--- src/rtl/queue_pkg.sv ---
// Shared constants and helpers for the register-based byte queue.
// Latency: n/a (declarations only).
// Backpressure: n/a.
package queue_pkg;

  localparam int DEFAULT_DEPTH = 8;
  localparam int DATA_W        = 8;

  // Ceiling log2, used to size pointers and the occupancy counter.
  function automatic int clog2(input int value);
    int result;
    result = 0;
    for (int i = 0; i < 31; i++) begin
      if ((1 << i) < value) begin
        result = i + 1;
      end
    end
    return result;
  endfunction

endpackage

--- src/rtl/queue_ctrl_wrap_ptr.sv ---
// Modulo-DEPTH pointer that wraps explicitly at DEPTH-1 (works for any DEPTH).
// Latency: pointer moves on the clock edge after inc is sampled high.
// Backpressure: none; the caller only raises inc on an accepted transfer.
module wrap_ptr #(
  parameter int DEPTH = 8,
  parameter int AW    = 3
) (
  input  logic          clk,
  input  logic          rst,
  input  logic          clr,
  input  logic          inc,
  output logic [AW-1:0] ptr
);

  logic [AW-1:0] r_ptr;

  // Pointer register: clear has priority over increment; wrap is explicit.
  always_ff @(posedge clk or negedge rst) begin
    if (!rst) begin
      r_ptr <= '0;
    end else if (clr) begin
      r_ptr <= '0;
    end else if (inc) begin
      r_ptr <= (r_ptr == AW'(DEPTH - 1)) ? '0 : r_ptr + AW'(1);
    end
  end

  assign ptr = r_ptr;

endmodule

--- src/rtl/queue_ctrl.sv ---
// Sequencer for a DEPTH-entry register queue: pointers, count, flags, load enables.
// Latency: write enable is combinational with the push; new head visible 1 cycle after push.
// Backpressure: in_ready drops when full or flushing; out_valid drops when empty or flushing.
module queue_ctrl
  import queue_pkg::*;
#(
  parameter int DEPTH     = DEFAULT_DEPTH,
  parameter int AF_THRESH = DEPTH - 1
) (
  input  logic                          clk,
  input  logic                          rst,
  input  logic                          flush,
  input  logic                          in_valid,
  output logic                          in_ready,
  output logic                          out_valid,
  input  logic                          out_ready,
  output logic [DEPTH-1:0]              reg_en,
  output logic [clog2(DEPTH)-1:0]       rd_sel,
  output logic [clog2(DEPTH + 1)-1:0]   count,
  output logic                          empty,
  output logic                          full,
  output logic                          almost_full
);

  localparam int AW = clog2(DEPTH);
  localparam int CW = clog2(DEPTH + 1);

  // Reject configurations the pointer/flag logic cannot represent.
  generate
    if (DEPTH < 2 || AF_THRESH < 1 || AF_THRESH > DEPTH) begin : g_bad_cfg
      $error("queue_ctrl: illegal DEPTH/AF_THRESH configuration");
    end
  endgenerate

  logic [AW-1:0] w_wr_ptr;
  logic [AW-1:0] w_rd_ptr;
  logic          w_push;
  logic          w_pop;
  logic [CW-1:0] r_count;

  // Flags decode the registered count directly; none of them is a flop.
  assign empty       = (r_count == '0);
  assign full        = (r_count == CW'(DEPTH));
  assign almost_full = (r_count >= CW'(AF_THRESH));

  // No push-through when full, and nothing moves during a flush cycle.
  assign in_ready  = !full && !flush;
  assign out_valid = !empty && !flush;

  // rst gating keeps a load enable from escaping while reset is asserted.
  assign w_push = in_valid && in_ready && rst;
  assign w_pop  = out_valid && out_ready;

  assign rd_sel = w_rd_ptr;
  assign count  = r_count;

  // One-hot load enable for the register being written this cycle.
  always_comb begin
    reg_en = '0;
    if (w_push) begin
      reg_en = DEPTH'(1) << w_wr_ptr;
    end
  end

  // Occupancy: simultaneous push and pop cancel out.
  always_ff @(posedge clk or negedge rst) begin
    if (!rst) begin
      r_count <= '0;
    end else if (flush) begin
      r_count <= '0;
    end else if (w_push && !w_pop) begin
      r_count <= r_count + CW'(1);
    end else if (w_pop && !w_push) begin
      r_count <= r_count - CW'(1);
    end
  end

  wrap_ptr #(
    .DEPTH (DEPTH),
    .AW    (AW)
  ) u_wr_ptr (
    .clk (clk),
    .rst (rst),
    .clr (flush),
    .inc (w_push),
    .ptr (w_wr_ptr)
  );

  wrap_ptr #(
    .DEPTH (DEPTH),
    .AW    (AW)
  ) u_rd_ptr (
    .clk (clk),
    .rst (rst),
    .clr (flush),
    .inc (w_pop),
    .ptr (w_rd_ptr)
  );

endmodule

--- config.mk ---
export PLATFORM = sky130hd
export DESIGN_NAME = queue_ctrl
export DESIGN_NICKNAME = d
export VERILOG_FILES = /design/src/rtl/queue_pkg.sv /design/src/rtl/queue_ctrl_wrap_ptr.sv /design/src/rtl/queue_ctrl.sv
export SDC_FILE = /design/constraint.sdc
export NUM_CORES = 1
export LEC_CHECK = 0
export CAP_MARGIN = 20
export CORE_ASPECT_RATIO = 1.1
export CORE_MARGIN = 2
export CORE_UTILIZATION = 48
export CTS_CLUSTER_DIAMETER = 30
export CTS_CLUSTER_SIZE = 28
export DETAILED_ROUTE_END_ITERATION = 8
export PLACE_DENSITY = 0.81
export SETUP_SLACK_MARGIN = 0.2
export SYNTH_ARGS = -nofsm -noshare
export SYNTH_HDL_FRONTEND = slang
export SYNTH_SLANG_ARGS = --single-unit
--- constraint.sdc ---
create_clock -name clk -period 4.5 [get_ports clk]
set_input_delay 0.9 -clock clk [delete_from_list [all_inputs] [get_ports clk]]
set_output_delay 0.9 -clock clk [all_outputs]
set_load 0.03 [all_outputs]
After elaboration in Yosys (flattened, before gate mapping). Cells that the tools add are included.

Register bits: 10. Bits in latches: 0. Memory bits (writable): 0. ROM bits: 0. Input bits: 5. Output and inout bits: 20. Word-level logic and storage cells: 38. Memories: 0.

Add/subtract/negate cells: 4. Multiply operators: 0. Div/mod/pow operators: 0. Magnitude comparators: 1. Eq/ne operators: 3. Shift-type cells: 1. Multiplexer cells: 10. Bitwise logic cells: 0. Reductions and logical operators: 16.

Operators by type and width (count): $mux W3 (6); $mux W4 (3); $mux W8 (1); $shl A1 B3 Y8 const A (1); $logic_and A1 B1 Y1 (7); $add A3 B1 Y3 const B (2); $eq A3 B3 Y1 const B (2); $logic_not A1 Y1 (5); $add A4 B1 Y4 const B (1); $eq A4 B4 Y1 const B (1); $ge A4 B3 Y1 const B (1); $logic_not A4 Y1 (1); $reduce_bool A2 Y1 (2); $sub A4 B1 Y4 const B (1); $reduce_bool A3 Y1 (1).

Depth between registers and ports, before layout. Gate-level depths: netlist (run 1).

Word-level depth: 10. Mapped depth: 11.

Hierarchy. Synthesis (run 1) repeated with hierarchy kept, for this count alone.

Cells, all modules: 81. Area total of the unflattened synthesis: 793.3 um^2.

Modules (own cells, without submodules): queue_ctrl (times used 1, cells each 57, area each 490.5 um^2); wrap_ptr (times used 2, cells each 12, area each 151.4 um^2).

Worst setup path before layout (run 1). Ideal clock, no wire load.

Kind: register to register. Start point: register r_count[1], in the netlist count[1]. End point: register r_count[3], in the netlist count[3]. Setup time: 0.143 ns. Data arrival time: 2.923 ns. Slack: 1.434 ns. Stages on the path, launching flop included: 11. Path buffers: 0. Clock period less this slack: 3.066 ns. Cells stage by stage: dfrtp_1 > nor4_2 > nor3_2 > nor2_2 > inv_1 > ha_1 > a21o_1 > a21oi_1 > nand3_1 > o2111ai_1 > o211ai_1.

Cells in the longest elaborated chain, start to end: 8. Elaborated cells on any way between the ends: 19.

Ends and longest elaborated chain: start: declaration (RTL line queue_ctrl.sv:39) `logic [CW-1:0] r_count;`; start signal: assignment (RTL line queue_ctrl.sv:72) `r_count <= r_count + CW'(1);`; start signal: assignment (RTL line queue_ctrl.sv:74) `r_count <= r_count - CW'(1);`; $logic_not A4 Y1 (*) (RTL line queue_ctrl.sv:42) `assign empty = (r_count == '0);`; named net empty (RTL line queue_ctrl.sv:20) `output logic empty,`; $logic_not A1 Y1 (*) (RTL line queue_ctrl.sv:48) `assign out_valid = !empty && !flush;`; $logic_and A1 B1 Y1 (*) (RTL line queue_ctrl.sv:48); $logic_and A1 B1 Y1 (*) (RTL line queue_ctrl.sv:52) `assign w_pop = out_valid && out_ready;`; $logic_not A1 Y1 (RTL line queue_ctrl.sv:71) `end else if (w_push && !w_pop) begin`; $logic_and A1 B1 Y1 (RTL line queue_ctrl.sv:71); $mux W4 (RTL line queue_ctrl.sv:71); $mux W4 (RTL line queue_ctrl.sv:69) `end else if (flush) begin`.

Mark *: on every way through the listed nets, which the timed path passes. The rest lies on a longest branch. The select of a mux whose other input is x is not followed. A chain may end at the register's enable or synchronous reset.

Worst setup path in the final report (run 1).
Start point: input port rst. End point: output port reg_en[4].

Cells in the longest elaborated chain, start to end: 2.

Ends and longest elaborated chain: start: declaration (RTL line queue_ctrl.sv:11) `input logic rst,`; $logic_and A1 B1 Y1 (RTL line queue_ctrl.sv:51) `assign w_push = in_valid && in_ready && rst;`; $mux W8 (RTL line queue_ctrl.sv:60) `if (w_push) begin`; end: declaration (RTL line queue_ctrl.sv:17) `output logic [DEPTH-1:0] reg_en,`.

No other way between the ends.

==> results.cfg, run 1 <==
[outcome]
status = complete, no violations

[synthesis]
ys_types = 32
synth_fp_nets = 100
synth_mux_area_share_pct = 1.94
ys_ff_latch = 10
synthXorXnorAreaFrac_pct = 1.13
synth_compound_area_share_pct = 13.9
synth.avg_cell_area_sq_um = 9.22
yosysWarnings = 0
synthesis.area_sq_um = 774
synth_top_family_by_area = simple AND/OR/NAND/NOR gates
synthCells = 84
synth_fa_ha_area_share_pct = 18.7
yosysSeqAreaShare_pct = 32.3
synth-simple-area-share_pct = 25.7

[routing]
drt_iter0_drc = 8
viasPerCell = 5.52
drc = 0
wl_per_cell_microns = 12.9
ant_nets = 0
first_pass_iters = 4
wl_microns = 1630
routed-via-count = 701

[pwr]
p_switching_mw = 0.263
swShare_pct = 47.9
intPower_mw = 0.287
p_comb_share_pct = 61.2
pwr-share-clk_pct = 10.8
pwr-share-seq_pct = 28.0
power_density_nw_per_um2 = 521
finalPower_mw = 0.550
p_leak_nw = 0.490
ir_drop_mv = 0.351

[min_path]
min_from = u_rd_ptr.ptr[2]$_DFFE_PN0P_
hold_depth = 2
min_path_type = flip-flop to flip-flop

[critical_path]
cp_cell_sequence = clkdlybuf4s50_1, buf_4, nand2_1, nor3_1, buf_4, and3_1, clkdlybuf4s50_1
critPathSlowestCell = clkdlybuf4s50_1
cp.arrival_ps = 2840
critical_path_depth = 7
critPathMaxStageDelay_ps = 670
crit_path_start = rst
path_buf_inv = 4
crit_fanout = 12
setup.worst_path.end_class = primary output
rr_worst_depth = 10
crit_family = buffers and inverters
critPathLaunchType = input pin
r2r_start = count[1]$_DFFE_PN0P_
required_ps = 3600
crit_type = input pin to primary output

[floorplanning]
die_x_microns = 42.3
io_pins = 25
initial_core_util_pct = 50.3
die_height_microns = 46.1
rows = 15
dieArea_sq_um = 1950
core_sq_um = 1540

[sta]
slew_violations = 0
finalSetupTns_ps = 0
setup_violations = 0
rsz0062_at_grt = false
worst_slew_pin_slew_ps = 650
timing.final.crit_share_pct = 83.1
maxSlewHeadroom_pct = 56.4
fmax_ghz = 0.268
finalCriticalPeriod_ps = 3740
whs_ps = 579
fin_worst_skew_ps = 1.18
hold_viol_final = 0

[cells_and_area]
drive_above_1_share_pct = 13.6
diodes = 0
final_cell_mix = clkdlybuf4s50_1, ha_1, dfrtp_1
utilization_pct = 68.5
fin_cells = 127
final_common_cell = clkdlybuf4s50_1
final_nets = 128
n_fill_cell = 132
syn2layout_area_growth_pct = 36.2

[placed_design]
dp_hpwl_microns = 1280
gp_congestion = 0.798
placedCellCount = 124
port_buffers = 24

[clocking]
clkSlewWorstSetupHoldPaths_ps = 60
root_buffer = clkbuf_4
cts_resized = 0
cts_tree = done
cts_sinks = 10
clk_latency_ps = 260
cts_buffer_depth = 2
postCtsSetupBuffers = 0
cts_max_level = 1
cts_hold_buffers = 0
numCtsBuffers = 3

[global_routing]
grt_pass1_wl_microns = 2880
grt_overflow = 0
first_global_vias = 656
grt_max_degree = 13
grt_use_total_pct = 19.5
antenna_found_initial = 0

[run]
drv_cap = 0
## cell usage after synthesis
library cell	count	area [sq um]
nor3_2	1	10.0
o211ai_1	2	15.0
nand2_1	7	26.3
nor3_1	3	15.0
and3_1	6	37.5
a21o_1	1	7.51
nand3b_1	1	7.51
mux2_4	1	15.0
nor4_2	1	12.5
inv_1	8	30.0
o2111ai_1	1	8.76
ha_1	10	125
a22o_2	1	10.0
clkbuf_1	2	7.51
xor2_1	1	8.76
nand3_1	2	10.0
a211oi_1	1	7.51
fa_1	1	20.0
and2_1	2	12.5
o21ai_1	2	10.0
or3_1	1	6.26
o31ai_1	1	7.51
nor2_1	5	18.8
o21ai_0	1	5.00
a21oi_1	4	20.0
o21a_1	1	7.51
dfrtp_1	10	250
nor4b_2	1	15.0
a31o_2	1	8.76
nor2_2	3	18.8
buf_6	1	11.3
and2_4	1	8.76
## logic make-up (layout without fill, tap and decap cells)
logic type	after synthesis	count (layout)
AO/OA/AOI/OAI	16	16
XOR/XNOR	1	1
flip-flops	10	10
buffers and inverters	11	37
multiplexers	1	1
adder cells (fa/ha/maj)	11	11
AND/OR/NAND/NOR	34	34
## worst paths after layout
path / slack [ps] / to
max: 760 / reg_en[4]
min reg2reg: 580 / u_rd_ptr.ptr[2]$_DFFE_PN0P_
max in group asynchronous: 3430 / u_wr_ptr.ptr[0]$_DFFE_PN0P_
min in group asynchronous: 930 / u_rd_ptr.ptr[0]$_DFFE_PN0P_
max reg2reg: 1690 / count[3]$_DFFE_PN0P_
min: 580 / u_rd_ptr.ptr[2]$_DFFE_PN0P_
## power by group through the flow
stage / Clock (mW) / Sequential (mW) / Combinational, mW
CTS: 0.0600 / 0.153 / 0.339
detailed placement: 0 / 0.154 / 0.337
global route: 0.0650 / 0.159 / 0.367
floorplan: 0 / 0.190 / 0.179
global placement: 0 / 0.155 / 0.330
finish: 0.0594 / 0.154 / 0.337
## final cells by class
| type | instances | area (sq um) | area share (%) |
|---|---|---|---|
| Tap cell | 17 | 21.3 | 2.02 |
| Inverter | 8 | 30.0 | 2.85 |
| Clock buffer | 3 | 22.5 | 2.14 |
| Timing Repair Buffer | 26 | 255 | 24.2 |
| Sequential cell | 10 | 250 | 23.7 |
| Multi-Input combinational cell | 63 | 475 | 45.1 |
## tightest hold or removal path, cell delays in order (launching register included)
cell and delay [ps]:
dfrtp_1 400, nand2_1 70, o21ai_0 60
## routing by layer
metal  wire, microns  vias up  track usage (%)  part of all wire (%)
met5               0        -                0                     0
met4              17        0             6.88                   1.0
met3              92        2             3.92                   5.6
met2             825       27             35.1                    51
met1             698      329             23.5                    43
li1                -      343                -                     -
## registers in the layout, summed over array words and instances, names as in the netlist
name	cells
count	4
u_rd_ptr.ptr	3
u_wr_ptr.ptr	3
## per-stage QoR
stage | setup slack, ps | instance area, sq um
4_1_cts | 736 | 1050
3_5_place_dp | 738 | 1030
5_1_grt | 623 | 1050
3_3_place_gp | 777 | 1030
6_report | 762 | 1050
2_1_floorplan | 1430 | 774
(Power assumes the default switching activity.)
==> run 2, diff against run 1 <==
CORE_UTILIZATION = 45   (was 48)
PLACE_DENSITY = 0.76   (was 0.81)
clock period = 3.8 ns   (was 4.5 ns; I/O delays follow)
==> run 2 against run 1 <==
Setup slack gained 60 ps. Combinational power is 19% higher. Critical path depth rose by 4. Highest routed layer unchanged.
==> results.cfg, run 2 (synthesis results as in run 1) <==
[outcome]
status = complete, no violations

[clocking]
cts_hold_buffers = 0
cts_max_level = 1
cts_buffer_depth = 2
cts_tree = done
clk_latency_ps = 270
cts_sinks = 10
numCtsBuffers = 3
root_buffer = clkbuf_4
clkSlewWorstSetupHoldPaths_ps = 80
postCtsSetupBuffers = 0
cts_resized = 0

[sta]
fmax_ghz = 0.336
rsz0062_at_grt = false
setup_violations = 0
maxSlewHeadroom_pct = 65.5
slew_violations = 0
finalSetupTns_ps = 0
fin_worst_skew_ps = 6.01
worst_slew_pin_slew_ps = 512
timing.final.crit_share_pct = 78.4
finalCriticalPeriod_ps = 2980
hold_viol_final = 0

[cells_and_area]
largest_reg_flops = 4
drive_above_1_share_pct = 23.0
regArea_sq_um = 250
n_fill_cell = 136
final_nets = 130
diodes = 0
postLayoutCellArea_sq_um = 1060
final_common_cell = clkdlybuf4s50_1
syn2layout_area_growth_pct = 37.3
multi_input_area_sq_um = 475
final_cell_mix = clkdlybuf4s50_1, buf_4, ha_1, dfrtp_1, inv_1

[critical_path]
r2r-end = count[3]$_DFFE_PN0P_
crit_fanout = 8
critPathMaxStageDelay_ps = 480
r2r_start = count[3]$_DFFE_PN0P_
rr_worst_depth = 10
critPathLaunchType = input pin
critPathSlowestCell = clkdlybuf4s50_1
crit_type = input pin to flip-flop
setup.worst_path.end_class = flip-flop
cp_cell_sequence = clkdlybuf4s50_1, nand2_1, or3_1, nor2_2, inv_1, ha_1, a21o_1, a21oi_1, nand3_1, o2111ai_1, o211ai_1
required_ps = 3950
r2r_slack_ps = 1100
cp.arrival_ps = 3130

[placed_design]
dp_hpwl_microns = 1340
place_area_sq_um = 1030
port_buffers = 24
gp_congestion = 0.792

[routing]
ant_nets = 0
wl_microns = 1740
wl_per_cell_microns = 13.4
drc = 0
viasPerCell = 5.48
routed-via-count = 712
first_pass_iters = 4
drt_iter0_drc = 16

[pwr]
pwr-share-clk_pct = 14.8
power_density_nw_per_um2 = 645
swShare_pct = 47.0
intPower_mw = 0.364
p_leak_nw = 0.524
pwr-share-seq_pct = 26.7
ir_drop_mv = 0.358
p_switching_mw = 0.323
p_comb_share_pct = 58.5

[min_path]
min_from = u_rd_ptr.ptr[2]$_DFFE_PN0P_
hold_depth = 2
min_path_type = flip-flop to flip-flop
hold_end = u_rd_ptr.ptr[2]$_DFFE_PN0P_

[global_routing]
antenna_found_initial = 0
first_global_vias = 666
grt_pass1_wl_microns = 2790
grt_max_degree = 14
grt_use_total_pct = 18.6
grt_overflow = 0

[floorplanning]
die_height_microns = 47.5
dieArea_sq_um = 2070
rows = 15
die_x_microns = 43.6
initial_core_util_pct = 48.5
io_pins = 25
core_sq_um = 1600

[run]
drv_cap = 0
-- run 2: power by group through the flow --
stage	Clock (mW)	Combinational, mW	Sequential [mW]
6_report	0.102	0.402	0.183
2_1_floorplan	0	0.212	0.225
5_1_grt	0.108	0.430	0.187
3_5_place_dp	0	0.402	0.184
3_3_place_gp	0	0.396	0.184
4_1_cts	0.103	0.404	0.183
-- run 2: metrics by stage --
stage                     worst slack [ps]  power (mW)  std cells  hold slack (ps)  utilization (%)
after floorplan                        734       0.436         84              464                -
after global placement                 619       0.579        126              559             64.4
after detailed placement               522       0.586        126              557             64.4
after CTS                              812       0.690        130              580             66.7
after global routing                   623       0.726        130              598             66.7
final                                  822       0.686        130              573             66.7
-- run 2: cell type report --
cell class / instances / share of cell area (%)
Clock buffer: 4 / 3.41
Inverter: 8 / 2.82
Multi-Input combinational cell: 63 / 44.7
Sequential cell: 10 / 23.5
Tap cell: 17 / 2.00
Timing Repair Buffer: 28 / 23.5
-- run 2: metal layers --
| layer | up-vias | global-route usage [%] | wire length (microns) |
|---|---|---|---|
| met5 | - | 0 | 0 |
| met4 | 0 | 5.45 | 12 |
| met3 | 2 | 4.91 | 74 |
| met2 | 29 | 33.8 | 858 |
| met1 | 331 | 21.7 | 797 |
| li1 | 350 | - | - |
-- run 2: worst max path at each step --
stage	end	start
6_report	count[3]$_DFFE_PN0P_	rst
5_1_grt	count[3]$_DFFE_PN0P_	rst
4_1_cts	count[3]$_DFFE_PN0P_	rst
3_5_place_dp	count[3]$_DFFE_PN0P_	rst
3_3_place_gp	count[3]$_DFFE_PN0P_	rst
2_1_floorplan	count[3]$_DFFE_PN0P_	count[1]$_DFFE_PN0P_
-- run 2: worst max-delay path: cells and delay by family --
family                     cells  cell delay [ps]
adders and majority gates      1              280
AOI/OAI and AO/OA              4              660
buffers and inverters          2              570
and+or+nand+nor                4              860
